===== src/rtl/defines.vh =====
// Shared bus widths and constant words for the pipeline front end.
`ifndef DEFINES_VH
`define DEFINES_VH

`define InstAddrBus 31:0
`define InstBus     31:0
`define ZEROWORD    32'h0000_0000
`define ChipEnable  1'b1
`define ChipDisable 1'b0

`endif


===== src/rtl/inst_fetch_pkg.sv =====
// Types and helpers shared by the instruction fetch stage and its pc register.
package inst_fetch_pkg;

  localparam logic [31:0] PC_STEP = 32'd4;

  typedef enum logic [2:0] {
    SEL_IDLE   = 3'd0,
    SEL_FLUSH  = 3'd1,
    SEL_STALL  = 3'd2,
    SEL_BRANCH = 3'd3,
    SEL_SEQ    = 3'd4
  } next_sel_e;

  function automatic logic [31:0] word_align(input logic [31:0] addr);
    return addr & ~32'h0000_0003;
  endfunction

endpackage


===== src/rtl/inst_fetch_pc_reg.sv =====
// Fetch program counter, ROM chip enable and next-pc priority mux.
`include "defines.vh"

module pc_reg
  import inst_fetch_pkg::*;
#(
  parameter logic [31:0] RESET_PC = 32'h0000_0000
) (
  input  logic                clk,
  input  logic                rst,
  input  logic                stall,
  input  logic                flush,
  input  logic [`InstAddrBus] new_pc,
  input  logic                branch_flag,
  input  logic [`InstAddrBus] branch_target,
  output logic [`InstAddrBus] pc,
  output logic                rom_ce,
  output next_sel_e           sel
);

  logic [31:0] pc_r;
  logic        rom_ce_r;
  next_sel_e   sel_s;

  // Next-pc source: flush beats stall beats branch beats sequential.
  always_comb begin
    sel_s = SEL_IDLE;
    if (rom_ce_r == `ChipDisable) begin
      sel_s = SEL_IDLE;
    end else if (flush) begin
      sel_s = SEL_FLUSH;
    end else if (stall) begin
      sel_s = SEL_STALL;
    end else if (branch_flag) begin
      sel_s = SEL_BRANCH;
    end else begin
      sel_s = SEL_SEQ;
    end
  end

  // PC and chip-enable state; the first edge out of reset only enables the ROM.
  always_ff @(posedge clk or negedge rst) begin
    if (!rst) begin
      pc_r     <= RESET_PC;
      rom_ce_r <= `ChipDisable;
    end else begin
      rom_ce_r <= `ChipEnable;
      case (sel_s)
        SEL_FLUSH:  pc_r <= word_align(new_pc);
        SEL_BRANCH: pc_r <= word_align(branch_target);
        SEL_SEQ:    pc_r <= pc_r + PC_STEP;
        SEL_STALL:  pc_r <= pc_r;
        SEL_IDLE:   pc_r <= pc_r;
        default:    pc_r <= pc_r;
      endcase
    end
  end

  assign pc     = pc_r;
  assign rom_ce = rom_ce_r;
  assign sel    = sel_s;

endmodule


===== src/rtl/inst_fetch.sv =====
// Instruction fetch stage: pc_reg plus the IF/ID pipeline register.
// Define BRANCH_DELAY_SLOT_EN to keep the instruction fetched alongside a taken branch.
`include "defines.vh"

module inst_fetch
  import inst_fetch_pkg::*;
#(
  parameter logic [31:0] RESET_PC = 32'h0000_0000
) (
  input  logic                clk,
  input  logic                rst,
  input  logic                stall,
  input  logic                flush,
  input  logic [`InstAddrBus] new_pc,
  input  logic                branch_flag,
  input  logic [`InstAddrBus] branch_target,
  output logic                rom_ce,
  output logic [`InstAddrBus] rom_addr,
  input  logic [`InstBus]     rom_inst,
  output logic [`InstAddrBus] id_pc,
  output logic [`InstBus]     id_inst,
  output logic                id_valid
);

  logic [31:0] pc_s;
  next_sel_e   sel_s;
  logic [31:0] id_pc_r;
  logic [31:0] id_inst_r;
  logic        id_valid_r;

  pc_reg #(
    .RESET_PC(RESET_PC)
  ) u_pc_reg (
    .clk          (clk),
    .rst          (rst),
    .stall        (stall),
    .flush        (flush),
    .new_pc       (new_pc),
    .branch_flag  (branch_flag),
    .branch_target(branch_target),
    .pc           (pc_s),
    .rom_ce       (rom_ce),
    .sel          (sel_s)
  );

  assign rom_addr = {2'b00, pc_s[31:2]};

  // IF/ID register: capture, hold or insert a bubble depending on the pc source.
  always_ff @(posedge clk or negedge rst) begin
    if (!rst) begin
      id_pc_r    <= 32'h0000_0000;
      id_inst_r  <= `ZEROWORD;
      id_valid_r <= 1'b0;
    end else begin
      case (sel_s)
        SEL_SEQ: begin
          id_pc_r    <= pc_s;
          id_inst_r  <= rom_inst;
          id_valid_r <= 1'b1;
        end
        SEL_BRANCH: begin
`ifdef BRANCH_DELAY_SLOT_EN
          id_pc_r    <= pc_s;
          id_inst_r  <= rom_inst;
          id_valid_r <= 1'b1;
`else
          id_pc_r    <= 32'h0000_0000;
          id_inst_r  <= `ZEROWORD;
          id_valid_r <= 1'b0;
`endif
        end
        SEL_STALL: begin
          id_pc_r    <= id_pc_r;
          id_inst_r  <= id_inst_r;
          id_valid_r <= id_valid_r;
        end
        SEL_FLUSH, SEL_IDLE: begin
          id_pc_r    <= 32'h0000_0000;
          id_inst_r  <= `ZEROWORD;
          id_valid_r <= 1'b0;
        end
        default: begin
          id_pc_r    <= 32'h0000_0000;
          id_inst_r  <= `ZEROWORD;
          id_valid_r <= 1'b0;
        end
      endcase
    end
  end

  assign id_pc    = id_pc_r;
  assign id_inst  = id_inst_r;
  assign id_valid = id_valid_r;

endmodule

===== config.mk =====
export PLATFORM = sky130hd
export DESIGN_NAME = inst_fetch
export DESIGN_NICKNAME = d
export VERILOG_FILES = /design/src/rtl/inst_fetch_pkg.sv /design/src/rtl/inst_fetch_pc_reg.sv /design/src/rtl/inst_fetch.sv
export VERILOG_INCLUDE_DIRS = /design/src /design/src/rtl
export SDC_FILE = /design/constraint.sdc
export NUM_CORES = 1
export LEC_CHECK = 0
export CAP_MARGIN = 15
export CELL_PAD_IN_SITES_DETAIL_PLACEMENT = 1
export CELL_PAD_IN_SITES_GLOBAL_PLACEMENT = 1
export CORE_MARGIN = 2
export CORE_UTILIZATION = 31
export DETAILED_ROUTE_END_ITERATION = 8
export PLACE_DENSITY = 0.83
export SETUP_SLACK_MARGIN = 0.4
export SLEW_MARGIN = 25
export SYNTH_ARGS = -nofsm -noshare
export SYNTH_HDL_FRONTEND = slang
export SYNTH_SLANG_ARGS = --single-unit

===== constraint.sdc =====
create_clock -name clk -period 2.05 [get_ports clk]
set_input_delay 0.3075 -clock clk [delete_from_list [all_inputs] [get_ports clk]]
set_output_delay 0.3075 -clock clk [all_outputs]
set_load 0.02 [all_outputs]

Word-level counts from Yosys, hierarchy flattened:

Cells that the tools add are included.

* add/subtract/negate cells: 1
* equality and inequality tests: 4
* mux-type cells: 8
* reductions and logical operators: 1

Operators with widths (count)
* $pmux 32 s2: 2
* $pmux 32 s3: 1
* $add 32x3->32 const B: 1
* $mux 3: 4
* $eq 3x2->1 const B: 2
* $eq 3x1->1 const B: 1
* $eq 3x3->1 const B: 1
* $reduce_bool 3->1: 1
* $pmux 1 s2: 1

* register bits: 98
* bits of input ports: 101
* output and inout bits: 98
* logic and storage cells: 19

Logic depth before layout (Yosys ltp):

* depth after elaboration: 6
* mapped depth: 7
* mapped depth without buffers: 6

Cells and area by module:

A second synthesis with hierarchy kept.

* cell total of the unflattened synthesis: 620
* area total of the unflattened synthesis: 5612.9 um^2

Modules (own cells, without submodules)
* inst_fetch: times used 1, cells each 293, area each 2979.1 um^2, seq. area each 1626.6 um^2
* pc_reg: times used 1, cells each 327, area each 2633.8 um^2, seq. area each 775.7 um^2

Worst setup path before layout:

No wires, ideal clock.

* kind: register -> register
* from: register u_pc_reg.pc_r[2], in the netlist u_pc_reg.pc[2]
* to: register u_pc_reg.pc_r[14], in the netlist u_pc_reg.pc[14]
* library setup time: 0.080 ns
* arrival time: 1.724 ns
* data required time: 1.970 ns
* path slack: 0.246 ns
* cell stages (with the launch flop): 7
* path buffers: 0
* period minus slack after synthesis: 1.804 ns
* cell sequence: dfrtp_1 -> ha_1 -> nand3_1 -> nor4_4 -> nand3_1 -> a21oi_1 -> a2bb2oi_1

* cells in the longest elaborated chain, start to end: 2

Ends and longest elaborated chain
* start, declared: RTL line inst_fetch_pc_reg.sv:21 `logic [31:0] pc_r;`
* start signal, assigned: RTL line inst_fetch_pc_reg.sv:49 `SEL_FLUSH: pc_r <= word_align(new_pc);`
* start signal, assigned: RTL line inst_fetch_pc_reg.sv:50 `SEL_BRANCH: pc_r <= word_align(branch_target);`
* start signal, assigned: RTL line inst_fetch_pc_reg.sv:51 `SEL_SEQ: pc_r <= pc_r + PC_STEP;`
* $add 32x3->32: RTL line inst_fetch_pc_reg.sv:51
* $pmux 32 s3: RTL line inst_fetch_pc_reg.sv:48 `case (sel_s)`

No other way between the ends.
A chain may end at the register's enable or synchronous reset.

Worst setup path after layout:

* from: input flush
* to: register u_pc_reg.pc_r[30], in the netlist u_pc_reg.pc[30]

* cells in the longest elaborated chain, start to end: 4
* elaborated cells on any way between the ends: 7
* those cells by class: eq/ne (3); mux (3); reduce/logical (1)

Ends and longest elaborated chain
* start, declared: RTL line inst_fetch.sv:13 `input logic flush,`
* $mux 3 *: RTL line inst_fetch_pc_reg.sv:30 `end else if (flush) begin`
* $mux 3 *: RTL line inst_fetch_pc_reg.sv:28 `` if (rom_ce_r == `ChipDisable) begin ``
* $eq 3x3->1, or another cell as far along: RTL line inst_fetch_pc_reg.sv:48
* $pmux 32 s3 / $reduce_bool 3->1 (equally long branches)

Mark *: on every way between the ends. The rest lies on a longest branch, timed or not.

==> flow_summary.ini <==
[global_routing]
grt_pass1_wl_um = 30020
grt_max_degree = 95
grt_pass1_vias = 5234
antenna_found_initial = 0
grtUsageTotal = 0.2452
grt_overflow_total = 0

[final_layout]
num-fill-cells = 1496
final_common_cell = clkdlybuf4s50_1
mostFrequentLayoutCells = clkdlybuf4s50_1 (112), dfrtp_1 (72), buf_4 (51), a22o_1 (47), dlygate4sd2_1 (41)
utilization = 0.5677
layout-drive-gt1-share = 0.2667
stdcell_area_um2 = 8157
largest_reg_flops = 32
finalNetCount = 788
diodes = 0
area_growth_pct = 80.58

[synth]
syn_area_per_cell_um2 = 10.38
synth-edff-count = 0
syn-cell-area_um2 = 4517
syn_inst = 435
synth_warnings = 0
synth-seq-cells = 94
synth_cell_types = 56
seq_area_frac_synth = 0.5208
synthFlopType = dfrtp_1
postSynth.asyncResetShare = 1.000

[sta]
period_share = 0.9542
worstMarginPinSlew_ns = 0.5694
post-route-min-period_ns = 1.956
setup_viol_count_final = 0
fin_worst_skew_ns = 0.009763
slew_headroom = 0.6175
timing.hold.ws_ns = -0.03211
fmax_ghz = 0.5112
rsz0062_at_grt = yes
finalMaxSlewViolations = 0
finalHoldViolCount = 12

[power_and_ir_drop]
p_seq_frac = 0.407
powerDensity_nw_per_um2 = 659.2
switching_power_w = 0.001659
power_frac_comb = 0.249
intPower_w = 0.003718
swShare = 0.3085
p_leak_nw = 4.099
peakVddDrop_v = 0.0004310
pwr-share-clk = 0.344

[clocking]
clockBufferDepth = 2
cts_tree = yes
numClockSinks = 94
cts_buffers = 9
clkTransAtPathRegs_ns = 0.07
worst_skew_pair.late_latency_ns = 0.35
cts_root_buf = clkbuf_16
htreeDepth = 3

[outcome]
violations = negative hold slack
status = finished with violations

[floorplanning]
dieArea_um2 = 15550
pin_count = 199
rows = 44
dieWidth_um = 124.7
die_h_um = 124.7
coreArea_um2 = 14370
start_util = 0.3144

[place]
io_buffers = 190
hpwl_um = 12860
routabilityCongestion = 0.8733
placed_area_um2 = 6930

[detailed_routing]
vias_per_cell = 5.786
totalWireLength_um = 21840
drt-initial-drc-count = 349
vias = 5057
dr.pass1.iters = 5
post-route-drc-count = 0
ant_nets = 0
wl_per_cell_um = 24.99

[critical_path]
reg2reg_to = u_pc_reg.pc[30]$_DFFE_PN0P_
start_kind = input pin
crit_type = in -> reg
cp.arrival_ns = 2.21
cp-end-kind = flip-flop
crit_path_frequent_cell = buf_4
crit_start = flush
worstPathCellList = dlygate4sd2_1, buf_6, buf_4, buf_4, nor2b_1, o21ai_0, o22ai_1, nor2_1
worst_r2r_path_depth = 7
rr_startpoint = u_pc_reg.rom_ce$_DFF_PN0_
reg2reg_slack_ns = 0.20
worst_path_max_delay_cell = o21ai_0
crit_fanout = 23
crit_required_ns = 2.30
critPathMaxStageDelay_ns = 0.47

[flow_run]
max_cap_viol_count = 0

[min_path]
hp-class = in -> async
==> worst max path at each step <==
stage / to / cells after the start
finish: u_pc_reg.pc[30]$_DFFE_PN0P_ / 8
global route: u_pc_reg.pc[30]$_DFFE_PN0P_ / 8
floorplan: u_pc_reg.pc[29]$_DFFE_PN0P_ / 6
detailed placement: u_pc_reg.pc[29]$_DFFE_PN0P_ / 7
CTS: u_pc_reg.pc[22]$_DFFE_PN0P_ / 6
global placement: u_pc_reg.pc[31]$_DFFE_PN0P_ / 8
==> cell families after synthesis <==
family / after synthesis / synth area share
flops: 94 / 0.5208
fa+ha+maj: 2 / 0.005539
buf+inv: 50 / 0.05097
other cells: 2 / 0.001663
mux: 1 / 0.002216
xor+xnor: 1 / 0.001939
compound gates: 175 / 0.2773
simple gates: 110 / 0.1396
==> power by group through the flow <==
stage	clock, W	sequential (W)	combinational (W)
CTS	0.00187	0.00216	0.00116
global placement	0	0.00220	0.00109
floorplan	0	0.00231	0.000316
detailed placement	0	0.00221	0.00113
finish	0.00185	0.00219	0.00134
global route	0.00196	0.00220	0.00140
==> Yosys cell counts, drive strengths merged, types with 4 or more instances <==
cell,number,area share
dfrtp,94,0.52
a22o,48,0.093
a21oi,40,0.044
o21ai,36,0.040
nand2,29,0.024
clkbuf,21,0.017
nor2,19,0.016
inv,15,0.012
nand3,15,0.019
buf,14,0.021
nand4,12,0.021
a221oi,11,0.021
a2bb2oi,11,0.021
a221o,7,0.016
nor3,7,0.010
nor2b,6,0.0083
and3,4,0.0058
nor4,4,0.012
==> worst max-delay path: cells and delay by family <==
family	cells	cell delay, ns
buf+inv	4	0.75
compound gates	2	0.72
simple gates	2	0.42
==> layer usage <==
layer  vias to the layer above  track usage  share of wire
met1                      2565       0.3039           0.39
met4                         0       0.1183          0.041
met5                         -            0              0
met3                        58      0.04467          0.062
li1                       2149            -              -
met2                       285       0.4121           0.51
==> layout make-up <==
type	instances	area (um^2)	share of cell area
well taps	184	230.2	0.02823
multi-input cells	294	2312	0.2835
clock inverters	5	82.58	0.01012
clock buffers	11	242.7	0.02976
repair buffers	271	2853	0.3497
flip-flops and latches	94	2380	0.2918
inverters	15	56.30	0.006903
==> what timing repair did <==
| action | CTS | global route |
|---|---|---|
| gates cloned | 3 | 4 |
| endpoints found under the setup margin | 84 | 114 |
| pin swaps | 17 | 34 |
| setup buffers | 18 | 14 |
| hold endpoints to repair | 0 | 0 |
| hold buffers | 0 | 0 |
| gates resized for setup | 70 | 112 |
==> stage by stage <==
stage / setup TNS, ns / instances / setup slack, ns / power [W]
after CTS: 0 / 856 / 0.2721 / 0.005188
after global routing: 0 / 874 / 0.06481 / 0.005559
after global placement: -0.03076 / 819 / -0.02298 / 0.003287
after floorplan: 0 / 438 / 0.4064 / 0.002623
final: 0 / 874 / 0.09387 / 0.005377
after detailed placement: -0.6511 / 819 / -0.1083 / 0.003337
Power figures use the tool's default switching activity.
